### config.mk
export PLATFORM = sky130hd
export DESIGN_NAME = mem_access_unit
export DESIGN_NICKNAME = d
export VERILOG_FILES = /design/src/rtl/mem_access_unit.sv
export SDC_FILE = /design/constraint.sdc
export NUM_CORES = 1
export LEC_CHECK = 0
export BUFFER_PORTS_ARGS = -buffer_cell sky130_fd_sc_hd__buf_2
export CAP_MARGIN = 0
export CORE_UTILIZATION = 45
export DETAILED_ROUTE_END_ITERATION = 8
export PLACE_DENSITY = 0.81
export SYNTH_ARGS = -nofsm -noshare
export SYNTH_HDL_FRONTEND = slang
export SYNTH_SLANG_ARGS = --single-unit
### constraint.sdc
create_clock -name clk -period 2.56 [get_ports clk]
set_input_delay 0.128 -clock clk [delete_from_list [all_inputs] [get_ports clk]]
set_output_delay 0.128 -clock clk [all_outputs]
set_load 0.01 [all_outputs]
### src/rtl/mem_access_unit.sv
// MEM-stage load/store front end for a registered-read data RAM.
// Converts a byte-addressed request into RAM word address, lane selects,
// replicated store data and extend type; stalls loads for the RAM read
// latency and keeps load/store/misalign event counters.
module mem_access_unit #(
  parameter int ADDR_BITS = 12,
  parameter int CNT_BITS  = 16
) (
  input  logic                 clk,
  input  logic                 rst,
  input  logic                 mem_en,
  input  logic                 mem_we,
  input  logic [1:0]           mem_size,
  input  logic                 mem_signed,
  input  logic [31:0]          mem_addr,
  input  logic [31:0]          mem_wdata,
  output logic [31:0]          mem_rdata,
  output logic                 mem_done,
  output logic                 mem_stall,
  output logic                 misalign,
  output logic                 ram_rw,
  output logic                 ram_extend_type,
  output logic [3:0]           ram_sel,
  output logic [ADDR_BITS-3:0] ram_addr,
  output logic [31:0]          ram_data_in,
  input  logic [31:0]          ram_data_out,
  output logic [CNT_BITS-1:0]  load_count,
  output logic [CNT_BITS-1:0]  store_count,
  output logic [CNT_BITS-1:0]  misalign_count
);

  typedef enum logic [1:0] {
    S_IDLE  = 2'd0,
    S_LDATA = 2'd1,
    S_DONE  = 2'd2
  } state_t;

  state_t r_state;
  state_t w_next;

  logic [31:0]         r_rdata;
  logic [CNT_BITS-1:0] r_ld_cnt;
  logic [CNT_BITS-1:0] r_st_cnt;
  logic [CNT_BITS-1:0] r_mis_cnt;

  logic w_idle;
  logic w_misalign;
  logic w_access;
  logic w_store;
  logic w_unused_addr;

  // Requests are only examined in IDLE; the DONE cycle ignores mem_en.
  assign w_idle     = (r_state == S_IDLE);
  assign w_misalign = mem_en & w_idle &
                      ((mem_size == 2'd3) ||
                       ((mem_size == 2'd1) && mem_addr[0]) ||
                       ((mem_size == 2'd2) && (mem_addr[1:0] != 2'b00)));
  assign w_access   = mem_en & w_idle & ~w_misalign;
  assign w_store    = w_access & mem_we;

  // Address bits above the RAM size wrap and are intentionally dropped.
  assign w_unused_addr = ^mem_addr[31:ADDR_BITS];

  assign misalign       = w_misalign;
  assign mem_rdata      = r_rdata;
  assign load_count     = r_ld_cnt;
  assign store_count    = r_st_cnt;
  assign misalign_count = r_mis_cnt;

  // State register; reset aborts any load in flight.
  always_ff @(posedge clk or negedge rst) begin
    if (!rst) r_state <= S_IDLE;
    else      r_state <= w_next;
  end

  // Next state plus RAM-side decode; RAM outputs stay quiet unless a legal request is accepted.
  always_comb begin
    w_next          = r_state;
    ram_rw          = 1'b0;
    ram_extend_type = 1'b0;
    ram_sel         = 4'b0000;
    ram_addr        = '0;
    ram_data_in     = 32'h0;
    mem_stall       = 1'b0;
    mem_done        = 1'b0;
    case (r_state)
      S_IDLE: begin
        if (w_access) begin
          ram_addr        = mem_addr[ADDR_BITS-1:2];
          ram_extend_type = mem_signed & (mem_size != 2'd2);
          ram_rw          = mem_we;
          case (mem_size)
            2'd0: begin
              ram_sel     = 4'b0001 << mem_addr[1:0];
              ram_data_in = {4{mem_wdata[7:0]}};
            end
            2'd1: begin
              ram_sel     = mem_addr[1] ? 4'b1100 : 4'b0011;
              ram_data_in = {2{mem_wdata[15:0]}};
            end
            default: begin
              ram_sel     = 4'b1111;
              ram_data_in = mem_wdata;
            end
          endcase
          if (!mem_we) begin
            mem_stall = 1'b1;
            w_next    = S_LDATA;
          end
        end
      end
      S_LDATA: begin
        mem_stall = 1'b1;
        w_next    = S_DONE;
      end
      S_DONE: begin
        mem_done = 1'b1;
        w_next   = S_IDLE;
      end
      default: w_next = S_IDLE;
    endcase
  end

  // Capture the RAM's registered read data at the end of LDATA and hold it.
  always_ff @(posedge clk or negedge rst) begin
    if (!rst)                   r_rdata <= 32'h0;
    else if (r_state == S_LDATA) r_rdata <= ram_data_out;
  end

  // Event counters; load is counted in LDATA so at most one bumps per cycle.
  always_ff @(posedge clk or negedge rst) begin
    if (!rst) begin
      r_ld_cnt  <= '0;
      r_st_cnt  <= '0;
      r_mis_cnt <= '0;
    end else begin
      if (r_state == S_LDATA) r_ld_cnt  <= r_ld_cnt + CNT_BITS'(1);
      if (w_store)            r_st_cnt  <= r_st_cnt + CNT_BITS'(1);
      if (w_misalign)         r_mis_cnt <= r_mis_cnt + CNT_BITS'(1);
    end
  end

endmodule

==> results of run 1 <==
==> worst register-to-register path, cell delays in order, from the launching register on <==
cell     delay, ns
dfrtp_1       0.44
or3b_1        0.61
nor4_4        0.63
nand4_1       0.20
xnor2_1       0.16
==> cell usage in the layout, fill, tap and decap left out, types with 5 or more instances in the layout <==
master,count
mux2i_1,16
nand3_1,16
dfrtp_1,82
buf_2,212
nor4_1,5
nand4_1,14
nand2_1,23
clkbuf_8,9
inv_1,6
and2_1,19
xor2_1,16
o21ai_0,11
a21oi_1,21
xnor2_1,30
buf_4,8
nor2_1,35
nor3_1,9
mux2_2,35
==> path summary, 6_finish.rpt <==
| path | start | end | slack [ns] | depth (start not counted) |
|---|---|---|---|---|
| hold reg to reg | store_count[15] | store_count[15] | 0.47 | 1 |
| setup reg to reg | r_state[1] | misalign_count[15] | 0.42 | 4 |
| setup / recovery | r_state[1] | ram_data_in[8] | 0.18 | 5 |
| hold / removal | ram_data_out[22] | mem_rdata[22] | 0.02 | 2 |
| max in group asynchronous | rst | store_count[12] | 1.44 | 2 |
| min in group asynchronous | rst | load_count[15] | 0.49 | 2 |
==> stage by stage <==
stage	worst slack, ns	hold slack, ns	util	cell area (um^2)	total power, uW
global route	0.04438	0.001913	0.6339	5609	4137
CTS	0.1294	0.0001629	0.6339	5609	3956
global placement	0.4725	0.3394	0.6022	5329	2767
finish	0.1838	0.01956	0.6339	5609	3911
floorplan	0.6872	-0.1676	-	4155	2302
detailed placement	0.4132	0.3570	0.6022	5329	2818
==> routing by layer <==
| metal | vias to the layer above | routed length, um | GRT usage |
|---|---|---|---|
| met2 | 163 | 5551 | 0.4160 |
| met5 | - | 0 | 0 |
| li1 | 1766 | - | - |
| met1 | 1774 | 4394 | 0.2670 |
| met4 | 0 | 186 | 0.06876 |
| met3 | 14 | 921 | 0.06872 |
==> sequential cells by signal, indices dropped and copies added (netlist names) <==
signal	cells
r_state	2
store_count	16
load_count	16
misalign_count	16
mem_rdata	32
==> Yosys cell counts, types with 14 or more instances <==
cell type / instances
and2_1: 19
nand4_1: 14
nand2_1: 23
nand3_1: 16
nor2_1: 35
xor2_1: 16
mux2_2: 35
dfrtp_1: 82
a21oi_1: 21
mux2i_1: 16
xnor2_1: 30
clkbuf_1: 14
==> cell families after synthesis <==
logic type,count (synthesis),share of synthesized area
muxes,51,0.1334
buffers and inverters,24,0.02710
and+or+nand+nor,141,0.1864
adders and majority gates,3,0.009034
AOI/OAI and AO/OA,38,0.05330
xor gates and xnor gates,46,0.09696
DFF,82,0.4938
==> final cells by class <==
type	count	area share
sequential	82	0.3658
timing repair buffer	224	0.2070
inverter	6	0.004015
clock buffer	10	0.02275
tap	108	0.02409
multi-input combinational	279	0.3562
clock inverter	6	0.02008
==> power breakdown <==
group / total (uW) / internal [uW] / switching, uW
Clock: 1120 / 653 / 472
Sequential: 1760 / 1540 / 216
Combinational: 1030 / 498 / 531
Total: 3910 / 2690 / 1220
==> flow_summary_export.csv, run 1 <==
group,metric,value,unit
status,outcome,"complete, but fails checks",
status,violations,"design-rule violations",
global_route,grt-ovfl-total,0,
placement,gp_congestion,0.7591,
final_layout,diodes,0,
clocking,clk_pin_slew_worst_paths,0.08,ns
detailed_routing,wirelength,11050,um
timing,fmax,0.4208,GHz
floorplan,core-area,0.008848,mm^2
worst_setup_path,crit_chain,"or3b_1, a21o_1, buf_4, a21oi_1, buf_2",
clocking,cts.sinks,82,
worst_setup_path,critPathBufInv,2,
global_route,grt_pass1_vias,3706,
synthesis,yosys_warnings,0,
clocking,cts_hold_buf,4,
clocking,root_buffer,"clkbuf_8",
worst_setup_path,critical-path-top-delay-family,"simple AND/OR/NAND/NOR gates",
worst_setup_path,crit_type,"flop to primary output",
synthesis,synthTopCellsByArea,"dfrtp_1, mux2_2, xnor2_1, mux2i_1, xor2_1",
synthesis,synthFlopType,"dfrtp_1",
worst_setup_path,setup.worst_path.end_class,"primary output",
worst_setup_path,critical_path.slowest_cell,"or3b_1",
synthesis,synth_enable_flop_cells,0,
floorplan,num_rows,34,
detailed_routing,avgViaCountPerCell,5.199,
clocking,cts_made_buffers,9,
synthesis,syn_area,0.004155,mm^2
detailed_routing,first_pass_iters,6,
synthesis,syn_nets,491,
floorplan,dieHeight,98.09,um
placement,dpl.cell_count,695,
power_and_ir_drop,leakage,0.002944,uW
clocking,clock_latency,0.34,ns
final_layout,nNetsFinal,708,
timing,timing.setup.tns,0,ns
detailed_routing,drc,19,
floorplan,start_util,0.4696,
timing,period_minus_slack,2.376,ns
synthesis,synth_top_area_frac,0.4938,
floorplan,dieArea,0.009622,mm^2
synthesis,synth_top_cell_by_area,"dfrtp_1",
timing,final_hold_viol_count,0,
detailed_routing,avgRoutedWirePerCell,15.46,um
timing,setup_violations,0,
job,drv_cap,0,
synthesis,async_reset_ff_frac,1.000,
hold_path,min_path_type,"input port to flop",
placement,port_buffers,213,
global_route,grt_max_degree,83,
power_and_ir_drop,power_density,697.3,mW/mm^2
timing,worst_pin_slew,0.9859,ns
timing,finClkSkew,0.01269,ns
clocking,htreeDepth,3,
floorplan,io_pins,234,
detailed_routing,ant_nets,0,
clocking,cts_tree,"built",
global_route,antenna_found_initial,0,
clocking,ctsResizeCount,0,
timing,period_share,0.9282,
worst_setup_path,slowest_delay,0.61,ns
clocking,postCtsSetupRepairBufs,0,
worst_setup_path,crit_fanout,13,
clocking,clockBufferDepth,2,
final_layout,regArea,0.002052,mm^2
power_and_ir_drop,ir_worst_vdd,0.5051,mV
timing,rsz0062_at_grt,"false",
final_layout,multi_input_area,0.001998,mm^2
synthesis,seq_area_frac_synth,0.4938,
worst_setup_path,worstPathRequired,2.43,ns
final_layout,finalNonFillerCells,715,
worst_setup_path,critical_path.startpoint_type,"flop",
synthesis,ys_ff_latch,82,
timing,maxSlewHeadroom,0.3427,
global_route,grt_pass1_wl,17680,um
synthesis,synth_cell_type_count,36,
timing,finalMaxSlewViolations,0,
final_layout,layout-drive-gt1-share,0.4629,
final_layout,fill_cells,716,
detailed_routing,drt_first_iter_violations,133,
detailed_routing,vias,3717,
floorplan,die_x,98.09,um
final_layout,areaGrowthSynthToFinish,34.99,%
placement,dp_hpwl,8359,um
global_route,track_usage,0.2322,
synthesis,postSynthAreaPerCell,10.79,um^2
worst_setup_path,worstPathArrival,2.25,ns
synthesis,syn_inst,385,
Power figures use the tool's default switching activity.
==> run 2, diff against run 1 <==
--- a/config.mk
+++ b/config.mk
@@ -7,9 +7,10 @@
 export LEC_CHECK = 0
 export BUFFER_PORTS_ARGS = -buffer_cell sky130_fd_sc_hd__buf_2
 export CAP_MARGIN = 0
-export CORE_UTILIZATION = 45
+export CORE_MARGIN = 2
+export CORE_UTILIZATION = 48
 export DETAILED_ROUTE_END_ITERATION = 8
-export PLACE_DENSITY = 0.81
+export PLACE_DENSITY = 0.86
 export SYNTH_ARGS = -nofsm -noshare
 export SYNTH_HDL_FRONTEND = slang
 export SYNTH_SLANG_ARGS = --single-unit
==> constraint.sdc (replaced) <==
create_clock -name clk -period 2.8 [get_ports clk]
set_input_delay 0.14 -clock clk [delete_from_list [all_inputs] [get_ports clk]]
set_output_delay 0.14 -clock clk [all_outputs]
set_load 0.01 [all_outputs]
==> run 2 against run 1 <==
Net effect:
- the flow now finishes without violations
- clock skew increased by 0.0070 ns
- non-clock buffer count decreased by 6
- combinational power decreased by 8%
- largest power group unchanged
- sequential share of layout area increased by 0.66 points
- critical path type unchanged
- clock-buffer cell count increased by 1
- critical path depth decreased by 1
==> flow_summary_export.csv, run 2 (synthesis gave the netlist of run 1 again) <==
group,metric,value,unit
timing,period_share,0.9077,
final_layout,layout-drive-gt1-share,0.4592,
job,drv_cap,0,
final_layout,final_common_cell,"buf_2",
timing,timing.setup.tns,0,ns
placement,placed_area,0.005295,mm^2
final_layout,diodes,0,
clocking,root_buffer,"clkbuf_8",
floorplan,num_rows,33,
clocking,cts_tree,"built",
floorplan,dieArea,0.009417,mm^2
status,outcome,"finished clean",
final_layout,nNetsFinal,702,
worst_setup_path,critical_path.startpoint_type,"flop",
floorplan,io_pins,234,
timing,final_hold_viol_count,0,
global_route,grt-busiest-layer,"met2",
detailed_routing,vias,3725,
floorplan,die_x,97.04,um
worst_setup_path,worstPathRequired,2.66,ns
global_route,met1_usage,0.2789,
clocking,clock_latency,0.35,ns
final_layout,mostFrequentLayoutCells,"buf_2, dfrtp_1, nor2_1, mux2_2, xnor2_1",
clocking,cts_made_buffers,9,
timing,finalMaxSlewViolations,0,
worst_setup_path,setup.worst_path.end_class,"primary output",
placement,gp_congestion,0.9349,
power_and_ir_drop,power_density,617.1,mW/mm^2
detailed_routing,first_pass_iters,4,
timing,finClkSkew,0.01967,ns
placement,port_buffers,213,
detailed_routing,drc,0,
timing,rsz0062_at_grt,"false",
power_and_ir_drop,p_total,3399,uW
clocking,ctsResizeCount,0,
global_route,grt_pass1_wl,18950,um
final_layout,regArea,0.002052,mm^2
timing,period_minus_slack,2.542,ns
global_route,grt-ovfl-total,0,
floorplan,core-area,0.008299,mm^2
final_layout,areaGrowthSynthToFinish,32.58,%
timing,fmax,0.3934,GHz
final_layout,multi_input_area,0.001998,mm^2
worst_setup_path,crit_fanout,28,
final_layout,design_area,0.005509,mm^2
worst_setup_path,slowest_delay,0.61,ns
global_route,grt_pass1_vias,3838,
timing,maxSlewHeadroom,0.3292,
clocking,clockBufferDepth,2,
clocking,clk_pin_slew_worst_paths,0.10,ns
final_layout,largest_reg_flops,32,
global_route,gr-usage-met3,0.07225,
floorplan,dieHeight,97.04,um
worst_setup_path,crit_type,"flop to primary output",
timing,setup_violations,0,
detailed_routing,ant_nets,0,
timing,worst_pin_slew,1.006,ns
clocking,htreeDepth,3,
hold_path,min_path_type,"input port to flop",
detailed_routing,wirelength,11470,um
worst_setup_path,crit_chain,"or3b_1, a21o_1, a21oi_1, buf_2",
detailed_routing,avgRoutedWirePerCell,16.24,um
power_and_ir_drop,ir_worst_vdd,0.5059,mV
global_route,met2_usage,0.4348,
floorplan,start_util,0.5007,
worst_setup_path,worstPathArrival,2.40,ns
global_route,track_usage,0.2497,
detailed_routing,drt_first_iter_violations,90,
power_and_ir_drop,leakage,0.002886,uW
global_route,antenna_found_initial,0,
final_layout,fill_cells,645,
worst_setup_path,critical_path.slowest_cell,"or3b_1",
clocking,cts.sinks,82,
global_route,grt_max_degree,83,
detailed_routing,avgViaCountPerCell,5.276,
placement,dp_hpwl,8809,um
## run 2: changes by cell type in the layout (fill, tap and decap cells not counted)
cell           change
clkbuf_1           +1
clkinv_2           -1
buf_4              -4
dlygate4sd3_1      -2
bufinv_16          -2
clkinvlp_4         +2
## run 2: worst paths after layout
| path | start | to | slack (ns) | depth (start not counted) |
|---|---|---|---|---|
| worst min register to register | store_count[15] | store_count[15] | 0.46 | 1 |
| max in group asynchronous | rst | store_count[2] | 1.63 | 2 |
| worst max-delay path | r_state[1] | ram_data_in[9] | 0.26 | 4 |
| worst min-delay path | ram_data_out[7] | mem_rdata[7] | 0.02 | 2 |
| worst max register to register | r_state[1] | store_count[14] | 0.46 | 4 |
| min in group asynchronous | rst | mem_rdata[0] | 0.50 | 2 |
## run 2: worst max-delay path: cells and delay by family (launching register included)
kind | cells | cell delay (ns)
flops | 1 | 0.45
compound gates | 2 | 0.81
simple gates | 1 | 0.61
buf+inv | 1 | 0.17
## run 2: stage by stage
step                      hold WS (ns)  std cells    util  setup WS [ns]
after global placement          0.3512        688  0.6380         0.6002
after CTS                     0.008538        706  0.6638         0.2339
after global routing           0.01215        706  0.6638        0.06325
after floorplan                -0.1556        385       -         0.9272
final                          0.02141        706  0.6638         0.2584
after detailed placement        0.3458        688  0.6380         0.4987
## run 2: final cells by class
class / instances / area share
Clock buffer: 11 / 0.02385
Clock inverter: 5 / 0.01136
Inverter: 6 / 0.004088
Multi-Input combinational cell: 279 / 0.3627
Sequential cell: 82 / 0.3725
Tap cell: 105 / 0.02385
Timing Repair Buffer: 218 / 0.2017
## run 2: routing by layer
metal	wire length, um	up-vias
li1	-	1751
met1	4069	1754
met3	1045	34
met2	5909	186
met4	441	0
met5	0	-
## run 2: power breakdown
| part | switching, uW | internal (uW) | total, uW | leakage, uW |
|---|---|---|---|---|
| clock network | 430 | 418 | 848 | 0.0000901 |
| logic | 495 | 450 | 945 | 0.00174 |
| registers | 197 | 1410 | 1610 | 0.00106 |
## run 2: timing repair
item / CTS / global route
hold endpoints to repair: 28 / 0
endpoints found under the setup margin: 0 / 0
hold buffers: 2 / 0
buffers inserted: 0 / 0
==> run 3, diff against run 2 <==
--- a/config.mk
+++ b/config.mk
@@ -11,6 +11,8 @@
 export CORE_UTILIZATION = 48
 export DETAILED_ROUTE_END_ITERATION = 8
 export PLACE_DENSITY = 0.86
+export REMOVE_ABC_BUFFERS = 1
+export SLEW_MARGIN = 40
 export SYNTH_ARGS = -nofsm -noshare
 export SYNTH_HDL_FRONTEND = slang
 export SYNTH_SLANG_ARGS = --single-unit
==> run 3 against run 2 <==
Net effect:
- cell area increased by 2.0%
- critical path depth up 2
- sequential share of layout area is 0.74 points lower
- non-clock buffer count up 6
- fmax grew 11%
- via count rose by 0.83%
- register-to-register slack improved by 0.24 ns
- clock-buffer cell count unchanged
- clock power rose by 14%
- combinational power rose by 1%
==> flow_summary_export.csv, run 3 (synthesis gave the netlist of run 1 again) <==
group,metric,value,unit
floorplan,dieArea,0.009417,mm^2
detailed_routing,drt_first_iter_violations,148,
timing,setup_violations,0,
detailed_routing,avgViaCountPerCell,5.275,
global_route,grt_pass1_wl,18890,um
clocking,root_buffer,"clkbuf_8",
worst_setup_path,setup.worst_path.end_class,"primary output",
placement,pre_cts_ws,0.6999,ns
detailed_routing,wirelength,11580,um
floorplan,io_pins,234,
job,drv_cap,0,
power_and_ir_drop,leakage,0.002946,uW
timing,rsz0062_at_grt,"false",
timing,period_share,0.8213,
timing,period_minus_slack,2.300,ns
floorplan,start_util,0.5007,
clocking,cts.sinks,82,
clocking,cts_made_buffers,9,
timing,timing.setup.tns,0,ns
timing,maxSlewHeadroom,0.6012,
clocking,clockBufferDepth,2,
global_route,grt-ovfl-total,0,
detailed_routing,avgRoutedWirePerCell,16.27,um
global_route,grt_max_degree,83,
final_layout,areaGrowthSynthToFinish,35.26,%
floorplan,core-area,0.008299,mm^2
worst_setup_path,crit_type,"flop to primary output",
final_layout,largest_reg_flops,32,
global_route,grt_pass1_vias,3892,
final_layout,finalNonFillerCells,712,
placement,port_buffers,213,
clocking,clock_latency,0.35,ns
detailed_routing,vias,3756,
power_and_ir_drop,ir_worst_vdd,0.4448,mV
clocking,htreeDepth,3,
detailed_routing,ant_nets,0,
timing,fmax,0.4348,GHz
floorplan,dieHeight,97.04,um
final_layout,fill_cells,645,
global_route,antenna_found_initial,0,
placement,dp_hpwl,8825,um
worst_setup_path,critical_path.startpoint_type,"flop",
timing,finClkSkew,0.01176,ns
worst_setup_path,worstPathRequired,2.66,ns
timing,worst_slack,0.5003,ns
final_layout,diodes,0,
hold_path,min_path_type,"input port to flop",
final_layout,final_common_cell,"buf_2",
timing,finalMaxSlewViolations,0,
placement,gp_congestion,0.9776,
detailed_routing,drc,0,
power_and_ir_drop,power_density,627.1,mW/mm^2
final_layout,mostFrequentLayoutCells,"buf_2, dfrtp_1, nor2_1, mux2_2, xnor2_1",
clocking,cts_tree,"built",
status,outcome,"finished clean",
clocking,clk_pin_slew_worst_paths,0.09,ns
worst_setup_path,worstPathArrival,2.16,ns
worst_setup_path,crit_fanout,18,
global_route,track_usage,0.2498,
clocking,postCtsSetupRepairBufs,0,
placement,dpl.cell_count,690,
floorplan,num_rows,33,
clocking,ctsResizeCount,0,
final_layout,nNetsFinal,708,
floorplan,die_x,97.04,um
timing,worst_pin_slew,0.5946,ns
timing,final_hold_viol_count,0,
final_layout,layout-drive-gt1-share,0.4629,
detailed_routing,first_pass_iters,4,
run 3: changes by cell type in the layout (fill, tap and decap cells not counted), sizes merged:
cell         before  now
buf             216  219
dlygate4sd3       2    5
clkinvlp          2    0
bufinv            1    2
clkinv            1    2
run 3: stage by stage:
stage | hold WS [ns] | power (uW) | area, um^2 | utilization
2_1_floorplan | -0.1556 | 2079 | 4065 | -
3_3_place_gp | 0.3471 | 2521 | 5310 | 0.6398
3_5_place_dp | 0.2339 | 2574 | 5314 | 0.6403
4_1_cts | 0.0004785 | 3557 | 5582 | 0.6725
5_1_grt | 0.005320 | 3729 | 5620 | 0.6772
6_report | 0.01607 | 3524 | 5620 | 0.6772
run 3: power by group:
group | total [uW] | internal, uW | switching (uW)
registers | 1600 | 1410 | 194
clock network | 968 | 534 | 434
logic | 954 | 460 | 494
run 3: path summary, 6_finish.rpt:
path,startpoint,to,slack [ns],cells after the start
max in group asynchronous,rst,misalign_count[3],2.02,3
worst max register to register,r_state[1],misalign_count[13],0.70,5
min in group asynchronous,rst,load_count[1],0.24,2
worst min register to register,load_count[15],load_count[15],0.47,1
worst min-delay path,ram_data_out[26],mem_rdata[26],0.02,2
worst max-delay path,r_state[1],ram_data_in[2],0.50,6
run 3: worst max-delay path: stages, from the launching register on:
cell and delay [ns]:
dfrtp_1 0.44, or3b_1 0.41, buf_4 0.19, a21oi_1 0.20, buf_4 0.24, and2_1 0.18, buf_2 0.14
run 3: final cells by class:
type	count	area, um^2	share of cell area
clock inverters	5	86.33	0.01536
multi-input cells	279	1999	0.3557
clock buffers	11	141.4	0.02516
inverters	6	22.52	0.004007
flip-flops and latches	82	2052	0.3651
repair buffers	224	1187	0.2113
well taps	105	131.4	0.02337
run 3: repair_timing:
action                                 4_1_cts  5_1_grt
setup endpoints to repair                    0        0
hold buffers                                 4        1
endpoints found under the hold margin       85        1
run 3: layer usage:
metal  up-vias  GRT usage  share of wire
li1       1768          -              -
met5         -          0              0
met3        25    0.07587          0.092
met2       176     0.4535           0.53
met4         0    0.09751          0.029
met1      1787     0.2712           0.35
